--- src/rtl/fetch_unit.sv ---
// fetch_unit: instruction fetch stage feeding decode through the IF/ID register.
// Ports: clk, rst (sync, active-high); stall, redirect_valid/redirect_addr in;
//   imem_addr out / imem_data in (combinational instruction memory read);
//   if_valid/if_instr/if_pc (IF/ID register), halted, fetch_count out.
module fetch_unit #(
    parameter int unsigned WORD_W   = 32,
    parameter int unsigned ADDR_W   = 5,
    parameter logic [ADDR_W-1:0] RESET_PC = '0,
    parameter logic [5:0]  HALT_OP  = 6'h3F,
    parameter int unsigned CNT_W    = 16
) (
    input  logic              clk,
    input  logic              rst,
    input  logic              stall,
    input  logic              redirect_valid,
    input  logic [ADDR_W-1:0] redirect_addr,
    output logic [ADDR_W-1:0] imem_addr,
    input  logic [WORD_W-1:0] imem_data,
    output logic              if_valid,
    output logic [WORD_W-1:0] if_instr,
    output logic [ADDR_W-1:0] if_pc,
    output logic              halted,
    output logic [CNT_W-1:0]  fetch_count
);

    typedef enum logic [1:0] {
        S_IDLE = 2'd0,
        S_RUN  = 2'd1,
        S_HALT = 2'd2
    } state_e;

    state_e              state_q, state_d;
    logic [ADDR_W-1:0]   pc_q, pc_d;
    logic                valid_q, valid_d;
    logic [WORD_W-1:0]   instr_q, instr_d;
    logic [ADDR_W-1:0]   ifpc_q, ifpc_d;
    logic                halted_q, halted_d;
    logic [CNT_W-1:0]    cnt_q, cnt_d;

    logic                is_halt;
    logic [CNT_W-1:0]    cnt_inc;

    assign is_halt = (imem_data[WORD_W-1 -: 6] == HALT_OP);
    // Counter sticks at all-ones instead of wrapping.
    assign cnt_inc = (cnt_q == '1) ? cnt_q : cnt_q + CNT_W'(1);

    // State register
    always_ff @(posedge clk) begin
        if (rst) begin
            state_q  <= S_IDLE;
            pc_q     <= RESET_PC;
            valid_q  <= 1'b0;
            instr_q  <= '0;
            ifpc_q   <= '0;
            halted_q <= 1'b0;
            cnt_q    <= '0;
        end else begin
            state_q  <= state_d;
            pc_q     <= pc_d;
            valid_q  <= valid_d;
            instr_q  <= instr_d;
            ifpc_q   <= ifpc_d;
            halted_q <= halted_d;
            cnt_q    <= cnt_d;
        end
    end

    // Next-state logic
    always_comb begin
        state_d  = state_q;
        pc_d     = pc_q;
        valid_d  = valid_q;
        instr_d  = instr_q;
        ifpc_d   = ifpc_q;
        halted_d = halted_q;
        cnt_d    = cnt_q;
        unique case (state_q)
            S_IDLE: begin
                valid_d = 1'b0;
                state_d = S_RUN;
            end
            S_RUN: begin
                if (redirect_valid) begin
                    pc_d    = redirect_addr;
                    valid_d = 1'b0;
                    instr_d = '0;
                end else if (!stall) begin
                    instr_d = imem_data;
                    ifpc_d  = pc_q;
                    valid_d = 1'b1;
                    cnt_d   = cnt_inc;
                    // Halt word is still delivered; pc parks on it.
                    if (is_halt) begin
                        state_d  = S_HALT;
                        halted_d = 1'b1;
                    end else begin
                        pc_d = pc_q + ADDR_W'(1);
                    end
                end
            end
            S_HALT: begin
                if (redirect_valid) begin
                    pc_d     = redirect_addr;
                    halted_d = 1'b0;
                    valid_d  = 1'b0;
                    instr_d  = '0;
                    state_d  = S_RUN;
                end else if (!stall) begin
                    valid_d = 1'b0;
                end
            end
            default: begin
                state_d = S_IDLE;
            end
        endcase
    end

    // Outputs
    always_comb begin
        imem_addr   = pc_q;
        if_valid    = valid_q;
        if_instr    = instr_q;
        if_pc       = ifpc_q;
        halted      = halted_q;
        fetch_count = cnt_q;
    end

endmodule

--- config.mk ---
export PLATFORM = sky130hd
export DESIGN_NAME = fetch_unit
export DESIGN_NICKNAME = d
export VERILOG_FILES = /design/src/rtl/fetch_unit.sv
export SDC_FILE = /design/constraint.sdc
export NUM_CORES = 1
export LEC_CHECK = 0
export CAP_MARGIN = 20
export CORE_MARGIN = 2
export CORE_UTILIZATION = 48
export CTS_BUF_LIST = sky130_fd_sc_hd__clkbuf_16
export DETAILED_ROUTE_END_ITERATION = 6
export PLACE_DENSITY_LB_ADDON = 0.12
export RECOVER_POWER = 50
export REMOVE_ABC_BUFFERS = 1
export SLEW_MARGIN = 10
export SYNTH_ARGS = -nofsm -noshare
export SYNTH_HDL_FRONTEND = slang
export SYNTH_SLANG_ARGS = --single-unit
export TNS_END_PERCENT = 10
--- constraint.sdc ---
create_clock -name clk -period 4.3 [get_ports clk]
set_clock_uncertainty 0.05 [all_clocks]
set_input_delay 0.645 -clock clk [delete_from_list [all_inputs] [get_ports clk]]
set_output_delay 0.645 -clock clk [all_outputs]
set_load 0.01 [all_outputs]
# After elaboration in Yosys (flattened, before gate mapping)
# Index checks and enable logic that the tools add are counted.
dict set report word_totals {
  input_bits 41
  reg_bits 62
  wordCells 57
  out_inout_bits 60
}
dict set report op_classes {
  bitwise 3
  n_mux 24
  n_reduce_logical 10
  n_eq_ne 11
  addsub 2
}
# cell count
set op_table {}
lappend op_table {{32-bit two-way mux} 3}
lappend op_table {{32-bit one-hot mux with 2 select lines} 1}
lappend op_table {{5-bit two-way mux} 4}
lappend op_table {{16-bit by 1-bit adder with 16-bit output, second input constant} 1}
lappend op_table {{16-bit == test, second input constant} 1}
lappend op_table {{4-bit AND reduction} 3}
lappend op_table {{5-bit one-hot mux with 2 select lines} 1}
lappend op_table {{3-bit inequality test, second input constant} 3}
lappend op_table {{3-bit AND reduction} 3}
lappend op_table {{1-bit two-way mux} 8}
lappend op_table {{2-bit two-way mux} 4}
lappend op_table {{2-bit inequality test, second input constant} 4}
lappend op_table {{6-bit == test, second input constant} 1}
lappend op_table {{2-bit one-hot mux with 3 select lines} 1}
lappend op_table {{5-bit by 1-bit adder with 5-bit output, second input constant} 1}
lappend op_table {{5-bit AND reduction} 1}
lappend op_table {{1-bit NOT} 3}
lappend op_table {{1-bit one-hot mux with 3 select lines} 1}
lappend op_table {{3-bit nonzero test} 1}
lappend op_table {{2-bit by 1-bit == test with 1-bit output, second input constant} 1}
lappend op_table {{2-bit == test, second input constant} 1}
lappend op_table {{2-bit zero test} 1}
lappend op_table {{1-bit one-hot mux with 2 select lines} 1}
lappend op_table {{2-bit nonzero test} 1}

# Longest topological paths before layout
# Gate-level depths: netlist of run 1.
dict set report depth {
  word_depth 5
  depth_mapped 7
  ltp_nobuf 5
}

# Worst setup path after synthesis of run 1
# No wires, ideal clock.
dict set report synth_path {
  path_type {input port to flip-flop}
  startpoint {input redirect_valid}
  endpoint {register cnt_q[0], in the netlist fetch_count[0]}
  t_required_ns 4.129
  n_path_buf 1
  slack_ns 2.311
  setup_ns 0.121
  arrival_ns 1.819
  stages 4
  path_cell_list {or4b_1 buf_2 a21oi_1 mux2_2}
}
dict set report synth_via {
  elab_chain_len 2
}
# element line_no
set synth_lines {}
lappend synth_lines {{from (decl)} 15} ;# input logic redirect_valid,
lappend synth_lines {{1-bit NOT (no line)} -}
lappend synth_lines {{4-bit AND reduction (no line)} -}
lappend synth_lines {{to (signal assigned)} 64} ;# cnt_q <= cnt_d;
lappend synth_lines {{to (decl)} 38} ;# logic [CNT_W-1:0] cnt_q, cnt_d;
# Every way passes these cells.
# A chain may end at the register's enable or synchronous reset.

==> flow_summary.yaml, run 1 <==
layout:
  area_delta_synth_final_pct: 44.5
  drive_gt1_share_pct: 6.58
  antenna_cells: 0
  fillCellCount: 461
  final_nets: 480
  final_util_pct: 73.1
global_routing:
  grt_usage_pct: 24.7
  grt.overflow.total: 0
  grt_max_degree: 41
  grt_pass1_vias: 2661
  grt_pass1_wl_um: 12600
  antenna_found_initial: 0
run_status:
  status: "finished, violations left"
  violations: "max-capacitance violations, max-slew violations"
yosys:
  yosysMostFrequentCell: "dfxtp_1"
  synth-seq-cells: 62
  yosysTopAreaCell: "dfxtp_1"
  synth.area.top_cells: "dfxtp_1 (44%), a21oi_1 (8.3%), nand3_1 (7.1%)"
  netlist_instances: 346
  syn_avg_cell_area_um2: 8.20
  yosys-top-cells-count: "dfxtp_1 (62), nand2_1 (51), a21oi_1 (47), nand3_1 (40), nor2_1 (18)"
  ys_seq_area_share_pct: 43.8
  yosys.cell_types.count: 50
  async_flop_share_pct: 0
  syn_area_um2: 2840
  synth_edf_count: 0
  synth_warnings: 0
  synth.top_cell.area_share_pct: 43.8
  synthFlopType: "dfxtp_1"
detailed_routing:
  drt-total-wl_um: 7920
  drc_errors: 0
  ant_nets: 0
  vias: 2896
  vias_per_cell: 5.65
  post_drt_wl_per_cell_um: 15.4
  dr.pass1.iters: 5
  first_iter_violations: 157
clock_tree:
  clock-sinks: 62
  htreeDepth: 3
  cts_tree: "built"
  clk_path_buf_depth: 2
  cts_made_buffers: 9
  cts-resized-gates: 0
  post-cts-setup-buffers: 0
  clk_latency_ps: 320
  cts_hold_buffers: 0
  path_clk_slew_ps: 50
  cts_root_buffer: "clkbuf_16"
sta:
  fmax_mhz: 305
  slew_headroom_pct: -9.34
  setup_viol: 0
  timing.final.crit_period_ps: 3280
  timing.final.crit_share_pct: 76.3
  worst_pin_slew_ps: 1640
  hold_viol_final: 0
  rsz0062_at_grt: "false"
  setup-tns-final_ps: 0
  slew_violations: 79
worst_setup_path:
  crit_required_ps: 4390
  r2r_start: "state_q[0]"
  path_max_fanout: 40
  critPathLaunch: "rst"
  cp.arrival_ps: 3370
  path_class: "in -> reg"
  cp-end-kind: "register"
  cp-start-kind: "input pin"
pwr:
  ir_worst_vdd_v: 0.000233
  sw_frac_of_total_pct: 23.7
  power_switching_w: 0.000323
  intPower_w: 0.00104
  p_seq_share_pct: 44.3
  p_per_area_nw_per_um2: 334
  leakage_nw: 1.59
  p_comb_share_pct: 11.2
  p_clk_share_pct: 44.4
floorplanning:
  initial_core_util_pct: 50.6
  design.die.area_um2: 6540
  ios: 101
  die-width_um: 80.9
  coreArea_um2: 5610
  dieHeight_um: 80.9
  num_rows: 27
place:
  portBuffers: 100
  dp_hpwl_um: 5340
  globalplace.congestion: 0.846
min_path:
  hold_path_class: "reg -> reg"
  worstHoldStart: "if_instr[6]"
run:
  cap_violations: 2
[sequential cells by signal, summed over array words and instances, names as in the netlist]
name and count:
state_q 2, if_instr 32, fetch_count 16, if_valid 1
halted 1, if_pc 5, imem_addr 5
[power groups by stage]
stage	clock [W]	sequential (W)	combinational [W]
finish	0.000608	0.000606	0.000153
CTS	0.000611	0.000607	0.000159
detailed placement	0	0.000618	0.000157
global route	0.000637	0.000608	0.000166
global placement	0	0.000618	0.000155
floorplan	0	0.000623	0.0000512
[cells by family (layout without fill, tap and decap cells)]
group                    after synthesis  in the layout  share of synthesized area, %
flip-flops                            62             62                          43.8
AO/OA/AOI/OAI                         80             80                          16.9
adder cells (fa/ha/maj)                2              2                         0.882
AND/OR/NAND/NOR                      162            162                          29.2
multiplexers                          14             14                          5.38
buffers and inverters                 26            121                          3.84
[critical path, stage by stage]
cell and delay, ps:
clkbuf_1 1150, clkbuf_1 1240, nand2b_1 220, o32ai_1 70
[final timing paths]
path,end,slack (ps),depth (start not counted)
worst max-delay path,imem_addr[4],1020,4
worst min register to register,if_instr[6],400,2
worst min-delay path,if_instr[6],400,2
worst max register to register,fetch_count[15],2100,5
[per-stage QoR]
step                hold slack [ps]  area, µm²  instances  worst slack (ps)  total power, W
finish                          395       4100        513              1020         0.00137
global route                    412       4100        513               754         0.00141
CTS                             400       4100        513              1530         0.00138
detailed placement              393       3850        498              1240        0.000775
global placement                388       3850        498              1290        0.000772
floorplan                       420       2740        322              2000        0.000674
[cell type report]
| type | instances | area (µm²) | share of cell area [%] |
|---|---|---|---|
| multi-input combinational | 258 | 1490 | 36.4 |
| sequential | 62 | 1240 | 30.3 |
| timing repair buffer | 104 | 1020 | 24.9 |
| clock buffer | 9 | 225 | 5.50 |
| tap | 72 | 90.1 | 2.20 |
| clock inverter | 6 | 22.5 | 0.550 |
| inverter | 2 | 7.51 | 0.183 |
[metal layers]
layer	vias up	share of wire, %	GRT usage [%]
met5	-	0	0
met1	1358	46	33.0
li1	1420	-	-
met2	104	46	38.3
met4	0	2.1	9.66
met3	14	6.3	6.22
[placed cells by master, fill, tap and decap left out, types with 6 or more instances in the layout]
master,Yosys,final
a21oi_1,47,47
clkbuf_16,0,9
clkdlybuf4s50_1,0,42
dfxtp_1,62,62
dlygate4sd3_1,0,57
mux2_2,10,10
nand2_1,51,51
nand2b_1,7,7
nand3_1,40,40
nand4_1,6,6
nor2_1,18,18
nor2b_1,14,14
nor3_1,6,6
No activity file was read; power rests on OpenSTA's default activity.
==> run 2: changes to the inputs <==
--- a/config.mk
+++ b/config.mk
@@ -7,7 +7,7 @@
 export LEC_CHECK = 0
 export CAP_MARGIN = 20
 export CORE_MARGIN = 2
-export CORE_UTILIZATION = 48
+export CORE_UTILIZATION = 40
 export CTS_BUF_LIST = sky130_fd_sc_hd__clkbuf_16
 export DETAILED_ROUTE_END_ITERATION = 6
 export PLACE_DENSITY_LB_ADDON = 0.12
==> constraint.sdc (replaced) <==
create_clock -name clk -period 2.81 [get_ports clk]
set_clock_uncertainty 0.05 [all_clocks]
set_input_delay 0.4215 -clock clk [delete_from_list [all_inputs] [get_ports clk]]
set_output_delay 0.4215 -clock clk [all_outputs]
set_load 0.01 [all_outputs]
==> run 2 against run 1 <==
  * The run now ends clean
  * Clock power up 69%
  * Non-clock buffer count increased by 3
  * Global-route usage down 5.2 points
  * Combinational power increased by 52%
  * First-iteration DRC count shrank 34%
==> flow_summary.yaml, run 2 (synthesis gave the netlist of run 1 again) <==
run_status:
  status: "complete, no violations"
layout:
  multi_input_area_um2: 1490
  fillCellCount: 662
  seqCellArea_um2: 1240
  final_nets: 483
  final_area_um2: 4180
  drive_gt1_share_pct: 8.11
  largest_reg_flops: 32
  area_delta_synth_final_pct: 47.4
  final_common_cell: "dfxtp_1"
  antenna_cells: 0
  mostFrequentLayoutCells: "dfxtp_1 (62), dlygate4sd3_1 (52), nand2_1 (51), a21oi_1 (47), clkdlybuf4s50_1 (47)"
sta:
  hold_viol_final: 0
  slew_headroom_pct: 57.4
  timing.final.crit_period_ps: 2470
  setup_viol: 0
  timing.final.crit_share_pct: 87.8
  setup-tns-final_ps: 0
  worst_pin_slew_ps: 636
  fmax_mhz: 406
  slew_violations: 0
  rsz0062_at_grt: "false"
worst_setup_path:
  cp.arrival_ps: 2620
  slowest_stage: "dlygate4sd3_1"
  crit_required_ps: 2960
  critPathMaxStageDelay_ps: 600
  cp-end-kind: "register"
  path_cells: "dlygate4sd3_1 -> nor4b_4 -> nand4_1 -> nor4_1 -> mux2_2"
  path_max_fanout: 8
  reg2reg_depth: 4
  path_class: "in -> reg"
  cp-start-kind: "input pin"
detailed_routing:
  dr.pass1.iters: 4
  vias_per_cell: 5.20
  first_iter_violations: 104
  post_drt_wl_per_cell_um: 13.9
  ant_nets: 0
  drc_errors: 0
  drt-total-wl_um: 7500
  vias: 2809
global_routing:
  antenna_found_initial: 0
  grt_pass1_wl_um: 12200
  grt_max_degree: 39
  grt_pass1_vias: 2634
  grt_usage_pct: 19.5
  grt.overflow.total: 0
clock_tree:
  clock-sinks: 62
  cts_hold_buffers: 0
  clk_path_buf_depth: 2
  cts_tree: "built"
  path_clk_slew_ps: 50
  cts-resized-gates: 0
  cts_made_buffers: 9
  htreeDepth: 3
  clk_latency_ps: 310
  cts_root_buffer: "clkbuf_16"
  post-cts-setup-buffers: 0
place:
  place_area_um2: 3910
  portBuffers: 100
  globalplace.congestion: 0.781
  dp_hpwl_um: 5210
floorplanning:
  coreArea_um2: 6830
  die-width_um: 88.2
  design.die.area_um2: 7780
  initial_core_util_pct: 41.5
  num_rows: 30
  ios: 101
  dieHeight_um: 88.2
pwr:
  ir_worst_vdd_v: 0.000410
  p_per_area_nw_per_um2: 524
  leakage_nw: 1.60
min_path:
  hold_depth: 2
  hold_path_class: "in -> reg"
run:
  cap_violations: 0
## run 2: cell count changes in the layout (fill, tap and decap cells not counted), sizes merged
| cell | delta |
|---|---|
| bufinv | +1 |
| clkdlybuf4s50 | +5 |
| dlygate4sd3 | -5 |
| clkinv | -1 |
| inv | -1 |
| clkinvlp | +1 |
| buf | +3 |
## run 2: worst max-delay path: cells and delay by family
kind / cells / cell delay [ps]
simple gates: 3 / 1230
buf+inv: 1 / 600
mux: 1 / 370
## run 2: final timing paths
kind | from | endpoint | slack [ps]
min reg2reg | if_instr[27] | if_instr[27] | 390
max reg2reg | state_q[0] | fetch_count[15] | 530
max | redirect_valid | fetch_count[15] | 340
min | rst | if_pc[0] | 370
## run 2: stage by stage
stage	util (%)	instances	worst slack [ps]	power (W)	hold slack, ps
floorplan	-	322	698	0.00103	420
global placement	57.2	525	128	0.00119	387
detailed placement	57.2	525	131	0.00119	393
CTS	61.3	540	447	0.00222	363
global route	61.2	540	243	0.00227	372
finish	61.2	540	344	0.00219	371
## run 2: per-layer routing
metal,GRT usage [%],vias up,share of wire (%)
met5,0,-,0
met1,26.2,1304,47
met4,7.02,0,1.3
met2,31.3,73,46
li1,-,1424,-
met3,3.92,8,5.3
## run 2: layout make-up
| cell class | instances | area share (%) |
|---|---|---|
| well taps | 96 | 2.87 |
| clock buffers | 9 | 5.39 |
| inverters | 2 | 0.180 |
| multi-input cells | 258 | 35.6 |
| flip-flops and latches | 62 | 29.7 |
| repair buffers | 107 | 24.9 |
| clock inverters | 6 | 1.32 |
## run 2: power by group
group          internal, W  total [W]  switching, W
Sequential        0.000906   0.000926     0.0000204
Combinational     0.000121   0.000233      0.000111
Clock             0.000670    0.00103      0.000362
Total              0.00170    0.00219      0.000494
